<file path="config.mk">
export PLATFORM = sky130hd
export DESIGN_NAME = evaluation_sequencer
export DESIGN_NICKNAME = d
export VERILOG_FILES = /design/src/rtl/evaluation_sequencer.sv
export SDC_FILE = /design/constraint.sdc
export NUM_CORES = 1
export LEC_CHECK = 0
export CORE_ASPECT_RATIO = 1.5
export CORE_UTILIZATION = 42
export CTS_BUF_LIST = sky130_fd_sc_hd__clkbuf_4
export DETAILED_ROUTE_END_ITERATION = 16
export MAX_ROUTING_LAYER = met4
export PLACE_DENSITY = 0.83
export SETUP_SLACK_MARGIN = 0.02
export SLEW_MARGIN = 30
export SYNTH_ARGS = -nofsm -noshare
export SYNTH_HDL_FRONTEND = slang
export SYNTH_SLANG_ARGS = --single-unit
</file>
<file path="constraint.sdc">
create_clock -name iClock -period 2.7 [get_ports iClock]
set_input_delay 0.405 -clock iClock [delete_from_list [all_inputs] [get_ports iClock]]
set_output_delay 0.405 -clock iClock [all_outputs]
set_load 0.03 [all_outputs]
</file>
<file path="src/rtl/evaluation_sequencer.sv">
// evaluation_sequencer
//   Control stage in front of the per-output error accumulator. Applies up to
//   16 input patterns to the chromosome, CYCLES_PER_SEQUENCE cycles each. It
//   drives the accumulator's process/keep controls and then holds the sums
//   until the consumer acknowledges them.
//   Optional feature macro: SEQUENCER_ABORT_EN (adds iAbort to cancel a run).
module evaluation_sequencer #(
    parameter int unsigned CYCLES_PER_SEQUENCE = 16,
    parameter int unsigned NUM_SEQUENCES       = 16
) (
    input  logic             iClock,
    input  logic             iReset,
    input  logic             iStart,
    input  logic             iResultAck,
`ifdef SEQUENCER_ABORT_EN
    input  logic             iAbort,
`endif
    input  logic [15:0][7:0] iInputPatterns,
    output logic [7:0]       oChromosomeInput,
    output logic             oProcessing,
    output logic             oKeepResult,
    output logic [3:0]       oCurrentSequence,
    output logic [31:0]      oClockCycleCounter,
    output logic             oBusy,
    output logic             oDone,
    output logic [15:0]      oRunCount
);

    typedef enum logic [1:0] {IDLE, RUN, HOLD} state_t;

    // Terminal values; both counters are compared for equality only.
    localparam logic [31:0] LAST_CYCLE = 32'(CYCLES_PER_SEQUENCE - 1);
    localparam logic [3:0]  LAST_SEQ   = 4'(NUM_SEQUENCES - 1);

    state_t state;
    logic   abortReq;

`ifdef SEQUENCER_ABORT_EN
    assign abortReq = iAbort;
`else
    assign abortReq = 1'b0;
`endif

    // Pattern mux follows the registered index with no extra latency.
    assign oChromosomeInput = iInputPatterns[oCurrentSequence];

    // Sequencer FSM. Every control output is registered alongside the state.
    always_ff @(posedge iClock or posedge iReset) begin
        if (iReset) begin
            state              <= IDLE;
            oProcessing        <= 1'b0;
            oKeepResult        <= 1'b0;
            oCurrentSequence   <= 4'd0;
            oClockCycleCounter <= 32'd0;
            oBusy              <= 1'b0;
            oDone              <= 1'b0;
            oRunCount          <= 16'd0;
        end else begin
            case (state)
                IDLE: begin
                    // Keep and process both low: the accumulator clears here.
                    oProcessing        <= 1'b0;
                    oKeepResult        <= 1'b0;
                    oCurrentSequence   <= 4'd0;
                    oClockCycleCounter <= 32'd0;
                    oBusy              <= 1'b0;
                    oDone              <= 1'b0;
                    if (iStart) begin
                        state       <= RUN;
                        oProcessing <= 1'b1;
                        oBusy       <= 1'b1;
                    end
                end
                RUN: begin
                    if (abortReq) begin
                        // Discard the partial sums: go straight to the clearing state.
                        state              <= IDLE;
                        oProcessing        <= 1'b0;
                        oBusy              <= 1'b0;
                        oCurrentSequence   <= 4'd0;
                        oClockCycleCounter <= 32'd0;
                    end else if (oClockCycleCounter == LAST_CYCLE) begin
                        // Counter wrap and pattern change happen on the same edge.
                        oClockCycleCounter <= 32'd0;
                        if (oCurrentSequence == LAST_SEQ) begin
                            state            <= HOLD;
                            oProcessing      <= 1'b0;
                            oBusy            <= 1'b0;
                            oKeepResult      <= 1'b1;
                            oDone            <= 1'b1;
                            oCurrentSequence <= 4'd0;
                            oRunCount        <= oRunCount + 16'd1;
                        end else begin
                            oCurrentSequence <= oCurrentSequence + 4'd1;
                        end
                    end else begin
                        oClockCycleCounter <= oClockCycleCounter + 32'd1;
                    end
                end
                HOLD: begin
                    // Start is ignored here, so IDLE always gets at least one cycle.
                    if (iResultAck) begin
                        state       <= IDLE;
                        oKeepResult <= 1'b0;
                        oDone       <= 1'b0;
                    end
                end
                default: begin
                    state <= IDLE;
                end
            endcase
        end
    end

endmodule

</file>
Word level (Yosys, flattened, before mapping):

Index checks and enable logic that the tools add are counted.

* bits of input ports: 132
* register bits: 56
* word-level logic and storage cells: 46

* $add $sub $neg: 3
* reduce and logical (&&, ||, !) cells: 8
* magnitude comparators: 1
* muxes and demuxes: 20
* equality and inequality tests: 8

Operator list (count)
* one-hot mux 32 bit (2 select lines): 1
* adder 32 x 1 -> 32 bit (second input constant): 1
* binary-select mux 8 bit (select 4 bit): 1
* equality test 32 x 4 -> 1 bit (second input constant): 1
* 2-to-1 mux 32 bit: 1
* adder 16 x 1 -> 16 bit (second input constant): 1
* 2-to-1 mux 2 bit: 4
* 2-to-1 mux 4 bit: 2
* 2-to-1 mux 8 bit: 1
* != test 2 bit (second input constant): 4
* one-hot mux 4 bit (2 select lines): 1
* AND reduction 4 bit: 2
* 2-to-1 mux 1 bit: 6
* one-hot mux 2 bit (3 select lines): 1
* AND reduction 3 bit: 2
* less-than comparator 4 x 5 -> 1 bit (second input constant): 1
* adder 4 x 1 -> 4 bit (second input constant): 1
* equality test 4 bit (second input constant): 1
* one-hot mux 1 bit (3 select lines): 1
* nonzero test 3 bit: 1
* equality test 2 x 1 -> 1 bit (second input constant): 1
* equality test 2 bit (second input constant): 1
* logical NOT 2 bit: 1
* one-hot mux 1 bit (2 select lines): 1
* other kinds (2): 2

Depth between registers and ports, before layout:

Gate-level depths: netlist of the first run.

* depth in word-level cells: 4
* gate-level depth with buffers: 9
* gate-level depth less buffers: 6

Worst setup path after synthesis of the first run:

No wires, ideal clock.

* path kind: register to output
* from: register oCurrentSequence[0]
* to: output oChromosomeInput[7]
* path buffers: 2
* stages on the path, launching flop included: 5
* data arrival time: 2203 ps
* path slack: 92 ps
* data required time: 2295 ps
* cells stage by stage: dfrtp_1 > buf_2 > buf_2 > mux4_2 > mux4_2

* longest elaborated chain between the ends: 2

RTL lines
* start, declared: RTL line 22 `output logic [3:0] oCurrentSequence,`
* start signal, assigned: RTL line 94 `oCurrentSequence <= oCurrentSequence + 4'd1;`
* binary-select mux 8 bit (select 4 bit): RTL line 45 `assign oChromosomeInput = iInputPatterns[oCurrentSequence];`
* 2-to-1 mux 8 bit (implied by the code): RTL line 45
* end, declared: RTL line 19 `output logic [7:0] oChromosomeInput,`

Every way passes these cells. The select of a mux whose other input is x is not followed.

Worst setup path after layout of the first run:

* from: register oCurrentSequence[0]
* to: output oChromosomeInput[6]

Same word-level chain as after synthesis.

==> flow_summary.ini, run 1 <==
[synthesis]
async_flop_share_pct = 100
synthSimpleGateAreaFrac_pct = 21.1
synth_compound_area_share_pct = 11.2
synth_ff_type = dfrtp_1
avgSynthCellArea_sq_um = 10.6
ys_types = 44
syn-num-nets = 510
synth_warnings = 0
ys_seq_area_share_pct = 35.2
synth-edff-count = 0
ys_seq_elements = 56
synthMuxAreaShare_pct = 22.9
synth_top_family_by_area = multiplexers
netlist_instances = 375
synth-xor-area-share_pct = 4.40
synth_area_sq_um = 3980
synth-adder-area-share_pct = 0.943

[routing]
drt-total-wl_um = 14000
drtIter0Drc = 211
postRouteAntennaNets = 0
drcViolationCount = 0
vias = 4011
via_per_inst = 5.89
first_pass_iters = 5
post_drt_wl_per_cell_um = 20.6

[layout]
nFillCells = 691
antenna_cells = 0
multiInputGateArea_sq_um = 2410
final_cell_mix = clkdlybuf4s50_1 (187), dfrtp_1 (55), nand2_1 (43)
layout_commonest_cell = clkdlybuf4s50_1
fin_area_sq_um = 6250
regArea_sq_um = 1400
nets = 705
drive_above_1_share_pct = 16.0
syn_to_final_growth_pct = 57.0

[grt]
grt_usage_pct = 30.2
grt_pass1_vias = 4160
grt_overflow = 0
grt_antenna_before_repair = 0
grt_max_degree = 29
grt_pass1_wl_um = 21700

[setup_path]
crit_buf_inv = 2
critical-path-max-stage-delay_ns = 0.51
cp_max_fo = 16
endpoint_kind = output pin
required_ns = 2.30
crit_family = multiplexers
cp_common_cell = mux4_2
path_depth = 4
crit_path_top_delay_cell = mux4_2
cp-start-kind = flip-flop
criticalPathCategory = flip-flop to output pin
path_cells = buf_12, mux4_2, mux4_2, clkdlybuf4s15_2
ff2ff_path_depth = 6
worstPathArrival_ns = 2.24

[cts]
cts_tree = yes
clkSinkCount = 56
cts_root_buffer = clkbuf_4
cts_buffers = 5
cts_buffer_depth = 2
clk_latency_ns = 0.38
htreeDepth = 2
hold_buffers = 0
clk_pin_slew_worst_paths_ns = 0.16

[sta]
rsz0062_at_grt = yes
slew_viol_final = 0
fin_crit_ns = 2.65
hold_viol_final = 0
fmax_mhz = 378
finalCritPeriodShare_pct = 98.0
fin_hold_ws_ns = 0.344
slew_headroom_pct = 55.8
finClkSkew_ns = 0.0195
setup_viol = 0
worst_pin_slew_ns = 0.663

[place]
numPortBuffers = 195
detailed_place.area_sq_um = 6110
place.gp.congestion = 1.02
dpl.hpwl_um = 11100

[floorplanning]
io_pins = 196
start_util_pct = 43.3
fp-row-count = 43
die_x_um = 81.5
die_area_sq_um = 9880
fp.dieH_um = 121
coreArea_sq_um = 9200

[power_and_ir_drop]
ir_worst_vdd_uv = 445
leakage_nw = 2.44
p_per_area_nw_per_um2 = 563

[status]
status = completed

[hold_path]
hold_path_class = input pin to asynchronous set/reset pin

[run]
max-cap-violations = 0
registers in the layout, indices dropped and copies added (netlist names):
name,count
state,2
oRunCount,16
oDone,1
oClockCycleCounter,32
oBusy,1
oCurrentSequence,4
report_power, final:
part	leakage [nW]	switching (mW)	internal, mW	total [mW]
Sequential	0.760	0.119	0.911	1.03
Clock	0.0371	0.250	0.186	0.436
Combinational	1.64	0.907	1.15	2.05
worst paths after layout:
path / startpoint / endpoint / slack (ns)
max in group asynchronous: iReset / oClockCycleCounter[4]$_DFFE_PP0P_ / 1.68
hold reg to reg: oRunCount[15]$_DFFE_PP0P_ / oRunCount[15]$_DFFE_PP0P_ / 0.49
setup reg to reg: oClockCycleCounter[0]$_DFFE_PP0P_ / oRunCount[8]$_DFFE_PP0P_ / 0.27
min in group iClock: oRunCount[15]$_DFFE_PP0P_ / oRunCount[15]$_DFFE_PP0P_ / 0.49
hold / removal: iReset / oClockCycleCounter[29]$_DFFE_PP0P_ / 0.34
setup / recovery: oCurrentSequence[0]$_DFFE_PP0P_ / oChromosomeInput[6] / 0.05
per-stage QoR:
| step | utilization (%) | instances | power, mW | worst slack, ns | setup TNS [ns] |
|---|---|---|---|---|---|
| CTS | 67.7 | 681 | 3.49 | 0.0215 | 0 |
| detailed placement | 66.4 | 669 | 3.00 | -0.146 | -0.446 |
| global placement | 66.4 | 669 | 2.97 | -0.150 | -0.420 |
| global route | 67.9 | 681 | 3.71 | -0.0390 | -0.0417 |
| finish | 67.9 | 681 | 3.52 | 0.0549 | 0 |
| floorplan | - | 375 | 2.24 | 0.0920 | 0 |
kinds of logic after synthesis:
family	count (synthesis)
and+or+nand+nor	143
AOI/OAI and AO/OA	72
adders and majority gates	3
xor gates and xnor gates	20
DFF	56
muxes	41
buffers and inverters	40
final cells by class:
type | count | share of cell area [%]
multi-input cells | 279 | 38.6
flip-flops and latches | 56 | 22.5
clock inverters | 1 | 0.481
inverters | 13 | 0.781
clock buffers | 5 | 0.601
well taps | 112 | 2.24
repair buffers | 215 | 34.9
cells in the mapped netlist (3+ instances only):
library cell	n	area (sq um)
and3_1	9	56.3
nand4_1	12	75.1
o31a_1	3	26.3
nor4_2	8	100
ha_1	3	37.5
nor2_1	10	37.5
clkbuf_1	15	56.3
xnor2_1	13	114
nand2b_1	4	25.0
and2_1	6	37.5
nand2_1	43	161
mux4_2	40	901
a21o_1	4	30.0
nand3_1	24	120
dfrtp_1	56	1400
and4_1	6	52.6
a21oi_1	13	65.1
or3_1	5	31.3
nor3_1	6	30.0
xor2_1	7	61.3
buf_2	9	45.0
o211ai_1	3	22.5
a31oi_1	15	93.8
or4_1	3	22.5
inv_1	13	48.8
o21ai_0	23	115
metal layers:
metal,wire [um],global-route usage [%],part of all wire [%],vias to the layer above
met5,0,-,0,-
met3,1210,5.71,8.6,37
met2,7200,51.4,51,196
met1,5180,35.1,37,1946
met4,429,9.82,3.1,0
li1,-,-,-,1832
timing repair:
item	CTS	global route
buffers inserted	6	0
pin swaps	0	0
setup endpoints to repair	6	5
gates resized for setup	19	7
Note: power is estimated with default switching activity, not from simulation.
==> inputs of run 2 (changes only) <==
--- a/config.mk
+++ b/config.mk
@@ -10,7 +10,7 @@
 export CTS_BUF_LIST = sky130_fd_sc_hd__clkbuf_4
 export DETAILED_ROUTE_END_ITERATION = 16
 export MAX_ROUTING_LAYER = met4
-export PLACE_DENSITY = 0.83
+export PLACE_DENSITY = 0.88
 export SETUP_SLACK_MARGIN = 0.02
 export SLEW_MARGIN = 30
 export SYNTH_ARGS = -nofsm -noshare
==> flow_summary.ini, run 2 (synthesis results as in run 1) <==
[sta]
rsz0062_at_grt = yes
slew_viol_final = 0
finClkSkew_ns = 0.0162
setup_ws_ns = 0.0135
finalCritPeriodShare_pct = 99.5
hold_viol_final = 0
fmax_mhz = 372
slew_headroom_pct = 59.5
tns_ns = 0
setup_viol = 0
worst_pin_slew_ns = 0.607
fin_crit_ns = 2.69

[floorplanning]
start_util_pct = 43.3
io_pins = 196
die_area_sq_um = 9880
die_x_um = 81.5
fp.dieH_um = 121
fp-row-count = 43
coreArea_sq_um = 9200

[layout]
antenna_cells = 0
layout_commonest_cell = clkdlybuf4s50_1
nets = 704
instances_no_fill = 682
drive_above_1_share_pct = 16.1
regMostFlops = oClockCycleCounter
regArea_sq_um = 1400
syn_to_final_growth_pct = 57.3
top_regs = oClockCycleCounter: 32 flops, oRunCount: 16 flops, oCurrentSequence: 4 flops
final_cell_mix = clkdlybuf4s50_1 (187), dfrtp_1 (55), nand2_1 (43)
multiInputGateArea_sq_um = 2410
nFillCells = 700
largest_register_ffs = 32

[status]
status = completed

[cts]
clk_pin_slew_worst_paths_ns = 0.17
cts_root_buffer = clkbuf_4
hold_buffers = 0
cts_buffers = 5
htreeDepth = 2
clk_latency_ns = 0.38
clkSinkCount = 56
cts_tree = yes
cts_buffer_depth = 2

[routing]
drtIter0Drc = 369
via_per_inst = 6.11
drt-total-wl_um = 14600
first_pass_iters = 4
postRouteAntennaNets = 0
post_drt_wl_per_cell_um = 21.5
drcViolationCount = 0
vias = 4167

[run]
max-cap-violations = 0

[place]
dpl.cell_count = 669
numPortBuffers = 195
place.gp.congestion = 0.961
place_ws_ns = -0.164
dpl.hpwl_um = 11200

[power_and_ir_drop]
total_power_mw = 3.58
ir_worst_vdd_uv = 441
p_per_area_nw_per_um2 = 571
leakage_nw = 2.44

[grt]
grt_max_degree = 33
grt_overflow = 0
grt_antenna_before_repair = 0
grt_pass1_wl_um = 22500
grt_pass1_vias = 4160
grt_usage_pct = 31.4

[setup_path]
cp-start-kind = flip-flop
cp_max_fo = 4
criticalPathCategory = flip-flop to output pin
endpoint_kind = output pin
required_ns = 2.30
worstPathArrival_ns = 2.28

[hold_path]
hold_path_class = input pin to asynchronous set/reset pin
==> run 2: repair_timing <==
action / in CTS / in global routing
gates cloned: 2 / 0
endpoints found under the setup margin: 8 / 8
buffers inserted: 4 / 0
resized for setup: 47 / 8
==> run 2: report_power, final <==
part / total (mW) / internal, mW / leakage (nW) / switching (mW)
clock: 0.390 / 0.106 / 0.0356 / 0.284
combinational: 2.17 / 1.19 / 1.65 / 0.988
sequential: 1.01 / 0.911 / 0.760 / 0.102
total: 3.58 / 2.20 / 2.44 / 1.37
==> run 2: worst max-delay path: stages (launching register included) <==
cell     delay (ns)
dfrtp_2        0.47
buf_12         0.14
buf_12         0.10
mux4_2         0.56
mux4_2         0.49
buf_6          0.15
==> run 2: stage by stage <==
stage          instance area (sq um)  util, %  hold WS (ns)
3_5_place_dp                    6110     66.4         0.479
3_3_place_gp                    6110     66.4         0.465
2_1_floorplan                   3980        -         0.544
5_1_grt                         6260     68.1         0.400
4_1_cts                         6270     68.2         0.364
6_report                        6260     68.1         0.359
==> run 2: metal layers <==
| layer | wire [um] | track usage, % | vias to the layer above | part of all wire, % |
|---|---|---|---|---|
| met4 | 648 | 15.0 | 0 | 4.4 |
| li1 | - | - | 1835 | - |
| met5 | 0 | - | - | 0 |
| met3 | 1260 | 6.69 | 55 | 8.6 |
| met2 | 7400 | 51.2 | 243 | 51 |
| met1 | 5330 | 36.1 | 2034 | 36 |
==> run 2: path summary, 6_finish.rpt <==
check / startpoint / end / slack, ns / cells after the start
hold / removal: iReset / oRunCount[9]$_DFFE_PP0P_ / 0.36 / 2
setup reg to reg: oClockCycleCounter[0]$_DFFE_PP0P_ / oRunCount[8]$_DFFE_PP0P_ / 0.29 / 6
hold reg to reg: oRunCount[15]$_DFFE_PP0P_ / oRunCount[15]$_DFFE_PP0P_ / 0.49 / 1
min in group iClock: oRunCount[15]$_DFFE_PP0P_ / oRunCount[15]$_DFFE_PP0P_ / 0.49 / 1
max in group asynchronous: iReset / oClockCycleCounter[26]$_DFFE_PP0P_ / 1.77 / 3
setup / recovery: oCurrentSequence[0]$_DFFE_PP0P_ / oChromosomeInput[1] / 0.01 / 5
==> run 2: final cells by class <==
| class | count | share of cell area, % |
|---|---|---|
| Clock inverter | 3 | 0.360 |
| Multi-Input combinational cell | 279 | 38.5 |
| Tap cell | 112 | 2.24 |
| Inverter | 13 | 0.779 |
| Sequential cell | 56 | 22.4 |
| Timing Repair Buffer | 214 | 35.1 |
| Clock buffer | 5 | 0.600 |
